==> src/rtl/wb_lcd_fifo.sv <==
// Wishbone slave feeding an HD44780-style character LCD from a command/data FIFO.
// A single down-counter times setup, enable pulse, hold and execute-wait phases.
module wb_lcd_fifo #(
    parameter int FIFO_DEPTH = 16,
    parameter bit BUS4       = 1'b0,
    parameter int T_SETUP    = 4,
    parameter int T_EPW      = 25,
    parameter int T_HOLD     = 4,
    parameter int T_EXEC     = 2500,
    parameter int T_LONG     = 82000
) (
    input  logic        clk,
    input  logic        reset,
    input  logic        wb_stb_i,
    input  logic        wb_cyc_i,
    input  logic        wb_we_i,
    input  logic [31:0] wb_adr_i,
    input  logic [3:0]  wb_sel_i,
    input  logic [31:0] wb_dat_i,
    output logic [31:0] wb_dat_o,
    output logic        wb_ack_o,
    output logic        lcd_rs,
    output logic        lcd_rw,
    output logic        lcd_e,
    output logic [7:0]  lcd_data,
    output logic        irq
);

    localparam int AW   = $clog2(FIFO_DEPTH);
    localparam int LW   = AW + 1;
    localparam int TM1  = (T_SETUP > T_EPW) ? T_SETUP : T_EPW;
    localparam int TM2  = (T_HOLD > T_EXEC) ? T_HOLD : T_EXEC;
    localparam int TM3  = (TM1 > TM2) ? TM1 : TM2;
    localparam int TMAX = (TM3 > T_LONG) ? TM3 : T_LONG;
    localparam int CW   = $clog2(TMAX + 1);

    localparam logic [CW-1:0] LD_SETUP = CW'(T_SETUP - 1);
    localparam logic [CW-1:0] LD_EPW   = CW'(T_EPW - 1);
    localparam logic [CW-1:0] LD_HOLD  = CW'(T_HOLD - 1);
    localparam logic [CW-1:0] LD_EXEC  = CW'(T_EXEC - 1);
    localparam logic [CW-1:0] LD_LONG  = CW'(T_LONG - 1);

    typedef enum logic [2:0] {
        ST_IDLE,
        ST_SETUP,
        ST_EHI,
        ST_HOLD,
        ST_WAIT
    } state_t;

    state_t          state;
    state_t          state_next;
    logic [CW-1:0]   cnt;
    logic [CW-1:0]   cnt_next;
    logic            cnt_zero;
    logic            pop;
    logic            nib_load;
    logic            low_nib;
    logic            long_cmd;
    logic [7:0]      entry_data;

    logic [8:0]      mem [FIFO_DEPTH];
    logic [AW-1:0]   wptr;
    logic [AW-1:0]   rptr;
    logic [LW-1:0]   level;
    logic [8:0]      rd_entry;
    logic            empty;
    logic            full;

    logic            ack_reg;
    logic            access;
    logic            wr;
    logic [1:0]      reg_sel;
    logic            push_req;
    logic            push;
    logic            flush;
    logic            ovf_clr;
    logic            overflow;
    logic            irq_en;
    logic            busy;
    logic [31:0]     rdata;
    logic            unused_bits;

    assign unused_bits = ^{wb_adr_i[31:4], wb_adr_i[1:0], wb_sel_i[3:1], wb_dat_i[31:8]};

    assign access   = wb_stb_i & wb_cyc_i & ~ack_reg;
    assign wr       = access & wb_we_i & wb_sel_i[0];
    assign reg_sel  = wb_adr_i[3:2];
    assign push_req = wr & (reg_sel == 2'd0 || reg_sel == 2'd1);
    assign flush    = wr & (reg_sel == 2'd3) & wb_dat_i[1];
    assign ovf_clr  = wr & (reg_sel == 2'd2) & wb_dat_i[3];

    assign empty    = (level == '0);
    assign full     = (level == LW'(FIFO_DEPTH));
    // Full is judged on the pre-edge level, so a same-edge pop never makes room.
    assign push     = push_req & ~full;
    assign rd_entry = mem[rptr];
    assign busy     = (state != ST_IDLE);

    assign wb_ack_o = wb_stb_i & wb_cyc_i & ack_reg;
    assign lcd_rw   = 1'b0;

    // FIFO storage: DATA (reg 0) carries rs=1, CMD (reg 1) carries rs=0.
    always_ff @(posedge clk) begin
        if (push) begin
            mem[wptr] <= {~reg_sel[0], wb_dat_i[7:0]};
        end
    end

    always_ff @(posedge clk or negedge reset) begin
        if (!reset) begin
            wptr  <= '0;
            rptr  <= '0;
            level <= '0;
        end else if (flush) begin
            wptr  <= '0;
            rptr  <= '0;
            level <= '0;
        end else begin
            if (push) begin
                wptr <= wptr + AW'(1);
            end
            if (pop) begin
                rptr <= rptr + AW'(1);
            end
            if (push && !pop) begin
                level <= level + LW'(1);
            end else if (pop && !push) begin
                level <= level - LW'(1);
            end
        end
    end

    always_comb begin
        rdata = '0;
        case (reg_sel)
            2'd2:    rdata = {16'h0000, 8'(level), 4'h0, overflow, full, empty, busy};
            2'd3:    rdata = {31'h0, irq_en};
            default: rdata = '0;
        endcase
    end

    always_ff @(posedge clk or negedge reset) begin
        if (!reset) begin
            ack_reg  <= 1'b0;
            wb_dat_o <= '0;
            irq_en   <= 1'b0;
            overflow <= 1'b0;
            irq      <= 1'b0;
        end else begin
            ack_reg <= access;
            if (access) begin
                wb_dat_o <= rdata;
            end
            if (wr && reg_sel == 2'd3) begin
                irq_en <= wb_dat_i[0];
            end
            if (push_req && full) begin
                overflow <= 1'b1;
            end else if (ovf_clr) begin
                overflow <= 1'b0;
            end
            irq <= irq_en & empty & ~busy;
        end
    end

    assign cnt_zero = (cnt == '0);
    assign long_cmd = ~lcd_rs & (entry_data == 8'h01 || entry_data == 8'h02 || entry_data == 8'h03);

    always_ff @(posedge clk or negedge reset) begin
        if (!reset) begin
            state <= ST_IDLE;
            cnt   <= '0;
        end else begin
            state <= state_next;
            cnt   <= cnt_next;
        end
    end

    always_comb begin
        state_next = state;
        cnt_next   = cnt;
        pop        = 1'b0;
        nib_load   = 1'b0;
        case (state)
            ST_IDLE: begin
                if (!empty) begin
                    state_next = ST_SETUP;
                    cnt_next   = LD_SETUP;
                    pop        = 1'b1;
                end
            end
            ST_SETUP: begin
                if (cnt_zero) begin
                    state_next = ST_EHI;
                    cnt_next   = LD_EPW;
                end else begin
                    cnt_next = cnt - CW'(1);
                end
            end
            ST_EHI: begin
                if (cnt_zero) begin
                    state_next = ST_HOLD;
                    cnt_next   = LD_HOLD;
                end else begin
                    cnt_next = cnt - CW'(1);
                end
            end
            ST_HOLD: begin
                if (cnt_zero) begin
                    // In 4-bit mode the high nibble goes first, then the low nibble.
                    if (BUS4 && !low_nib) begin
                        state_next = ST_SETUP;
                        cnt_next   = LD_SETUP;
                        nib_load   = 1'b1;
                    end else begin
                        state_next = ST_WAIT;
                        cnt_next   = long_cmd ? LD_LONG : LD_EXEC;
                    end
                end else begin
                    cnt_next = cnt - CW'(1);
                end
            end
            ST_WAIT: begin
                if (cnt_zero) begin
                    state_next = ST_IDLE;
                end else begin
                    cnt_next = cnt - CW'(1);
                end
            end
            default: begin
                state_next = ST_IDLE;
                cnt_next   = '0;
            end
        endcase
    end

    always_ff @(posedge clk) begin
        if (pop) begin
            entry_data <= rd_entry[7:0];
        end
    end

    // Enable is registered from the next state so it tracks EHI exactly.
    always_ff @(posedge clk or negedge reset) begin
        if (!reset) begin
            lcd_e    <= 1'b0;
            lcd_rs   <= 1'b0;
            lcd_data <= '0;
            low_nib  <= 1'b0;
        end else begin
            lcd_e <= (state_next == ST_EHI);
            if (pop) begin
                lcd_rs   <= rd_entry[8];
                lcd_data <= BUS4 ? {rd_entry[7:4], 4'h0} : rd_entry[7:0];
                low_nib  <= 1'b0;
            end else if (nib_load) begin
                lcd_data <= {entry_data[3:0], 4'h0};
                low_nib  <= 1'b1;
            end
        end
    end

endmodule

==> config.mk <==
export PLATFORM = sky130hd
export DESIGN_NAME = wb_lcd_fifo
export DESIGN_NICKNAME = d
export VERILOG_FILES = /design/src/rtl/wb_lcd_fifo.sv
export SDC_FILE = /design/constraint.sdc
export NUM_CORES = 1
export LEC_CHECK = 0
export ABC_AREA = 1
export BUFFER_PORTS_ARGS = -buffer_cell sky130_fd_sc_hd__buf_2
export CAP_MARGIN = 20
export CORE_MARGIN = 1.5
export CORE_UTILIZATION = 24
export DETAILED_ROUTE_END_ITERATION = 6
export PLACE_DENSITY = 0.48
export SLEW_MARGIN = 20
export SYNTH_ARGS = -nofsm -noshare
export SYNTH_HDL_FRONTEND = slang
export SYNTH_SLANG_ARGS = --single-unit
==> constraint.sdc <==
create_clock -name clk -period 2.35 [get_ports clk]
set_input_delay 0.235 -clock clk [delete_from_list [all_inputs] [get_ports clk]]
set_output_delay 0.235 -clock clk [all_outputs]
set_load 0.03 [all_outputs]
**Yosys cells after proc, flatten, opt, wreduce, memory -nomap -nowiden**

Memories as Yosys holds them, arrays and structs flattened.
Index checks and enable logic that the tools add are counted.

- Output and inout port bits: 45
- Memories kept: 1
- Word-level logic and storage cells: 99
- Bits in registers: 87
- RAM bits: 144

- Equality and inequality tests: 14
- Reduce and logical (&&, ||, !) cells: 19
- Add/subtract/negate cells: 5
- Bitwise operators: 19
- Multiplexer cells: 27

Memories:

| memory | words | width | read ports | clocked after memory_dff | wr ports | line | source |
|---|---|---|---|---|---|---|---|
| mem | 16 | 9 | 1 | 0 | 1 | 62 | `logic [8:0] mem [FIFO_DEPTH];` |

Operators with widths:

| kind | number |
|---|---|
| $mux W17 | 6 |
| $pmux W17 S5 | 1 |
| $pmux W13 S2 | 1 |
| $logic_not A17 Y1 | 1 |
| $sub A17 B1 Y17 const B | 1 |
| $eq A8 B2 Y1 const B | 2 |
| $mux W4 | 4 |
| $mux W3 | 5 |
| $mux W5 | 3 |
| $pmux W3 S5 | 1 |
| $and A1 B1 Y1 | 14 |
| $eq A3 B2 Y1 const B | 3 |
| $add A4 B1 Y4 const B | 2 |
| $eq A8 B1 Y1 const B | 1 |
| $mux W1 | 6 |
| $reduce_bool A2 Y1 | 3 |
| $reduce_bool A3 Y1 | 2 |
| $add A5 B1 Y5 const B | 1 |
| $eq A5 B5 Y1 const B | 1 |
| $logic_not A5 Y1 | 1 |
| $not A1 Y1 | 5 |
| $sub A5 B1 Y5 const B | 1 |
| $eq A2 B2 Y1 const B | 2 |
| $logic_and A1 B1 Y1 | 4 |
| 9 further kinds | 13 |

**Longest topological paths before layout**

- Depth in word-level cells: 11
- Gate-level depth with buffers: 13
- Mapped depth without buffers: 13

**Least setup slack after synthesis**

OpenSTA, ideal clock, no wires.

- Path kind: register -> register
- Start: register level[1]
- End: register level[4]
- Data arrival time: 1.989 ns
- Required time: 2.234 ns
- Library setup time: 0.116 ns
- Stages on the path, launching flop included: 13
- Slack: 0.245 ns
- Path buffers: 1
- Period minus slack after synthesis: 2.105 ns
- Path through: dfrtp_1 -> nor2_1 -> nand4_1 -> nand2_1 -> buf_2 -> nand2_2 -> fa_1 -> nand3_1 -> nand2_1 -> xor2_1 -> xor2_1 -> nand2_1 -> nand2_1

- Longest elaborated chain between the ends: 7

Ends and longest elaborated chain:

| element | line | source |
|---|---|---|
| start, declared | 65 | `logic [LW-1:0] level;` |
| start signal, assigned | 127 | `level <= level + LW'(1);` |
| start signal, assigned | 129 | `level <= level - LW'(1);` |
| parallel branches: the longest is 7 deep, another holds $sub A5 B1 Y5 | -- |  |

Several ways; the timed one is not identified. The select of a mux whose other input is x is not followed.
A chain may end at the register's enable or synchronous reset.

**Final worst setup path**

- Start: register ack_reg
- End: register level[4]

- Longest elaborated chain between the ends: 9

Ends and longest elaborated chain:

| element | line | source |
|---|---|---|
| start, declared | 70 | `logic ack_reg;` |
| start signal, assigned | 151 | `ack_reg <= access;` |
| $not A1 Y1 * | 86 | `assign access = wb_stb_i & wb_cyc_i & ~ack_reg;` |
| $and A1 B1 Y1 * | 86 |  |
| $and A1 B1 Y1 * (2 in series) | 87 | `assign wr = access & wb_we_i & wb_sel_i[0];` |
| $and A1 B1 Y1 | 89 | `assign push_req = wr & (reg_sel == 2'd0 \|\| reg_sel == 2'd1);` |
| $and A1 B1 Y1 | 96 | `assign push = push_req & ~full;` |
| $logic_and A1 B1 Y1 / $logic_not A1 Y1 (equally long branches) | 126, 128 |  |
| $mux W5 / $logic_and A1 B1 Y1 (equally long branches) | 126, 128 |  |
| $mux W5 / $reduce_bool A3 Y1 (equally long branches) | -- |  |

Every way passes the cells marked *; elsewhere a longest branch is shown, timed or not.

==> qor.yml <==
global_routing:
  grt_util_all_layers: 0.1164
  grt_pass1_wl_um: 35700
  antenna_found_initial: 0
  grt_max_degree: 82
  first_global_vias: 6229
  grt-ovfl-total: 0
job:
  drv_cap: 0
route:
  vias: 6282
  ant_nets: 0
  drt_iter0_drc: 390
  drt-total-wl_um: 22540
  viasPerCell: 4.265
  drt-pass1-iter-count: 4
  wl_per_cell_um: 15.30
  drc: 0
clock_network:
  cts_max_level: 1
  clk_path_buf_depth: 3
  cts.clk_slew.worst_paths_ns: 0.06
  clock_latency_ns: 0.53
  numCtsBuffers: 25
  root_buffer: "clkbuf_16"
  clock-sinks: 208
  tritoncts: "yes"
final_layout:
  largest-register: "mem"
  drive_gt1_frac: 0.1393
  syn2layout_area_growth_pct: 17.83
  nNetsFinal: 1026
  layout_common_cells: "154 x nor2_1, 152 x edfxtp_1, 144 x nand2_1"
  largestRegisters: "mem x144, cnt x17, wb_dat_o x9"
  largest_reg_flops: 144
  mostFrequentLayoutCell: "nor2_1"
  antenna_cells: 0
  fillers: 3939
  finalInstanceArea_sq_um: 10970
sta:
  tns_ns: 0
  finalCriticalPeriod_ns: 2.141
  fmax_mhz: 467.1
  worst_clock_skew_ns: 0.01125
  tightest_slew_ns: 0.6036
  fin_crit_sh: 0.9110
  hold_viol_final: 0
  setup_viol: 0
  slew-limit-headroom: 0.5972
  slew_violations: 0
  rsz0062_at_grt: "no"
worst_hold_path:
  hold_path.class: "in -> reg"
setup_path:
  slowest_stage: "fa_1"
  crit_chain: "inv_1 -> nand3_2 -> nor2_4 -> nand2_1 -> nor2_4 -> nand2_2 -> fa_1 -> nand3_1 -> nand2_1 -> xor2_1 -> xor2_1 -> nand2_1 -> nand2_1"
  startpoint_type: "register"
  end_kind: "register"
  crit_path_frequent_cell: "nand2_1"
  critPathArrivalTime_ns: 2.56
  cp_top_family: "simple AND/OR/NAND/NOR gates"
  required_ns: 2.77
  setup.worst_path.class: "reg -> reg"
  crit_fanout: 6
  crit_buf_inv: 1
  cpPeakStageDelay_ns: 0.42
power:
  pwr_density_cell_nw_per_um2: 1185
  ir_drop_mv: 0.5417
  p_leak_nw: 4.295
die:
  die_h_um: 200.0
  io_pins: 118
  die_area_sq_um: 39990
  start_util: 0.2455
  rows: 71
  die_w_um: 200.0
  core_sq_um: 37930
synthesis:
  synth_top_area_cell: "edfxtp_1"
  ys.warnings.count: 0
  synth_area_sq_um: 9313
  ys_seq_area_frac: 0.6406
  postSynthAreaPerCell_sq_um: 10.55
  synth.area.top_cells: "edfxtp_1 49%, dfrtp_1 15%, nor2_1 6.2%"
  ys_types: 41
  synth_top_area_share: 0.4901
  syn_inst: 883
  yosys_register_bits: 208
outcome:
  status: "finished, final reports clean"
place:
  port_buffers: 36
  dpl_cell_area_sq_um: 10150
  place_hpwl_um: 14230
  place_congestion: 0.7896
## worst register-to-register path, stage by stage, from the launching register on
cell     delay, ns
dfrtp_1       0.36
inv_1         0.08
nand3_2       0.10
nor2_4        0.16
nand2_1       0.11
nor2_4        0.10
nand2_2       0.12
fa_1          0.43
nand3_1       0.10
nand2_1       0.06
xor2_1        0.15
xor2_1        0.16
nand2_1       0.07
nand2_1       0.04
## what timing repair did
action | 4_1_cts | 5_1_grt
endpoints found under the hold margin | 56 | 0
setup buffers | 0 | 0
gates resized for setup | 0 | 1
hold buffers | 1 | 0
setup endpoints to repair | 0 | 3
## power breakdown
group          switching (mW)  internal (mW)  leakage, nW
combinational            3.04           1.44         1.83
clock                    1.53           2.20        0.398
sequential              0.374           4.41         2.07
total                    4.94           8.06         4.30
## cell type report
class                      instances  area [sq um]  share of cell area
timing repair buffer              70         475.5             0.04333
inverter                          56         210.2             0.01916
clock inverter                     7         58.81            0.005359
multi-input combinational        582          2873              0.2618
clock buffer                      39         748.2             0.06819
sequential                       208          5968              0.5439
tap                              511         639.4             0.05827
## synth_stat cells (all sizes together)
cell and instances:
nand4 4, inv 55, nand3b 3, o211ai 38, o21a 2, buf 40
a32o 1, fa 1, conb 1, nor3 8, o221ai 3, o21bai 1
nand2 149, xor2 12, a31oi 5, edfxtp 152, a22o 2, clkinv 1
a211oi 1, o31ai 3, ha 9, nand3 46, nor2 162, dfrtp 56
clkbuf 20, o21ai 93, a21oi 11, or2 2, xnor2 2
## routing by layer
layer  track usage  vias to the layer above  share of wire
li1              -                     3119              -
met1        0.1616                     3026           0.48
met2        0.1899                      114           0.47
met3       0.02100                       23          0.040
met4       0.02339                        0          0.013
met5             0                        -              0
## cells by family (layout without fill, tap and decap cells)
family,count (synthesis),in the layout,synth area share
AND/OR/NAND/NOR,374,374,0.1700
flip-flops,208,208,0.6406
AO/OA/AOI/OAI,160,160,0.1013
buffers and inverters,116,172,0.06032
XOR/XNOR,14,14,0.01317
adder cells (fa/ha/maj),10,10,0.01424
other,1,24,0.0004027
## through the flow
step | power (mW) | util | setup WS [ns] | hold WS (ns) | std cells
final | 13.00 | 0.2893 | 0.2090 | 0.05887 | 1473
after global routing | 13.93 | 0.2893 | 0.03467 | 0.06163 | 1473
after CTS | 13.19 | 0.2892 | 0.1579 | 0.03413 | 1473
after detailed placement | 9.390 | 0.2677 | 0.1717 | 0.2693 | 1426
after global placement | 9.340 | 0.2677 | 0.1630 | 0.2783 | 1426
after floorplan | 8.015 | - | 0.2450 | -0.06059 | 906
## worst paths after layout
kind / startpoint / to / slack (ns) / depth (start not counted)
min in group asynchronous: reset / lcd_data[7]$_DFFE_PN0P_ / 0.24 / 3
max reg2reg: ack_reg$_DFF_PN0_ / level[4]$_DFFE_PN0P_ / 0.21 / 13
min: wb_adr_i[3] / irq_en$_DFFE_PN0P_ / 0.06 / 3
max: ack_reg$_DFF_PN0_ / level[4]$_DFFE_PN0P_ / 0.21 / 13
min reg2reg: wb_dat_o[3]$_DFFE_PN0N_ / wb_dat_o[3]$_DFFE_PN0N_ / 0.48 / 2
max in group asynchronous: reset / rptr[1]$_DFFE_PN0P_ / 1.81 / 3
Note: power is estimated with default switching activity, not from simulation.
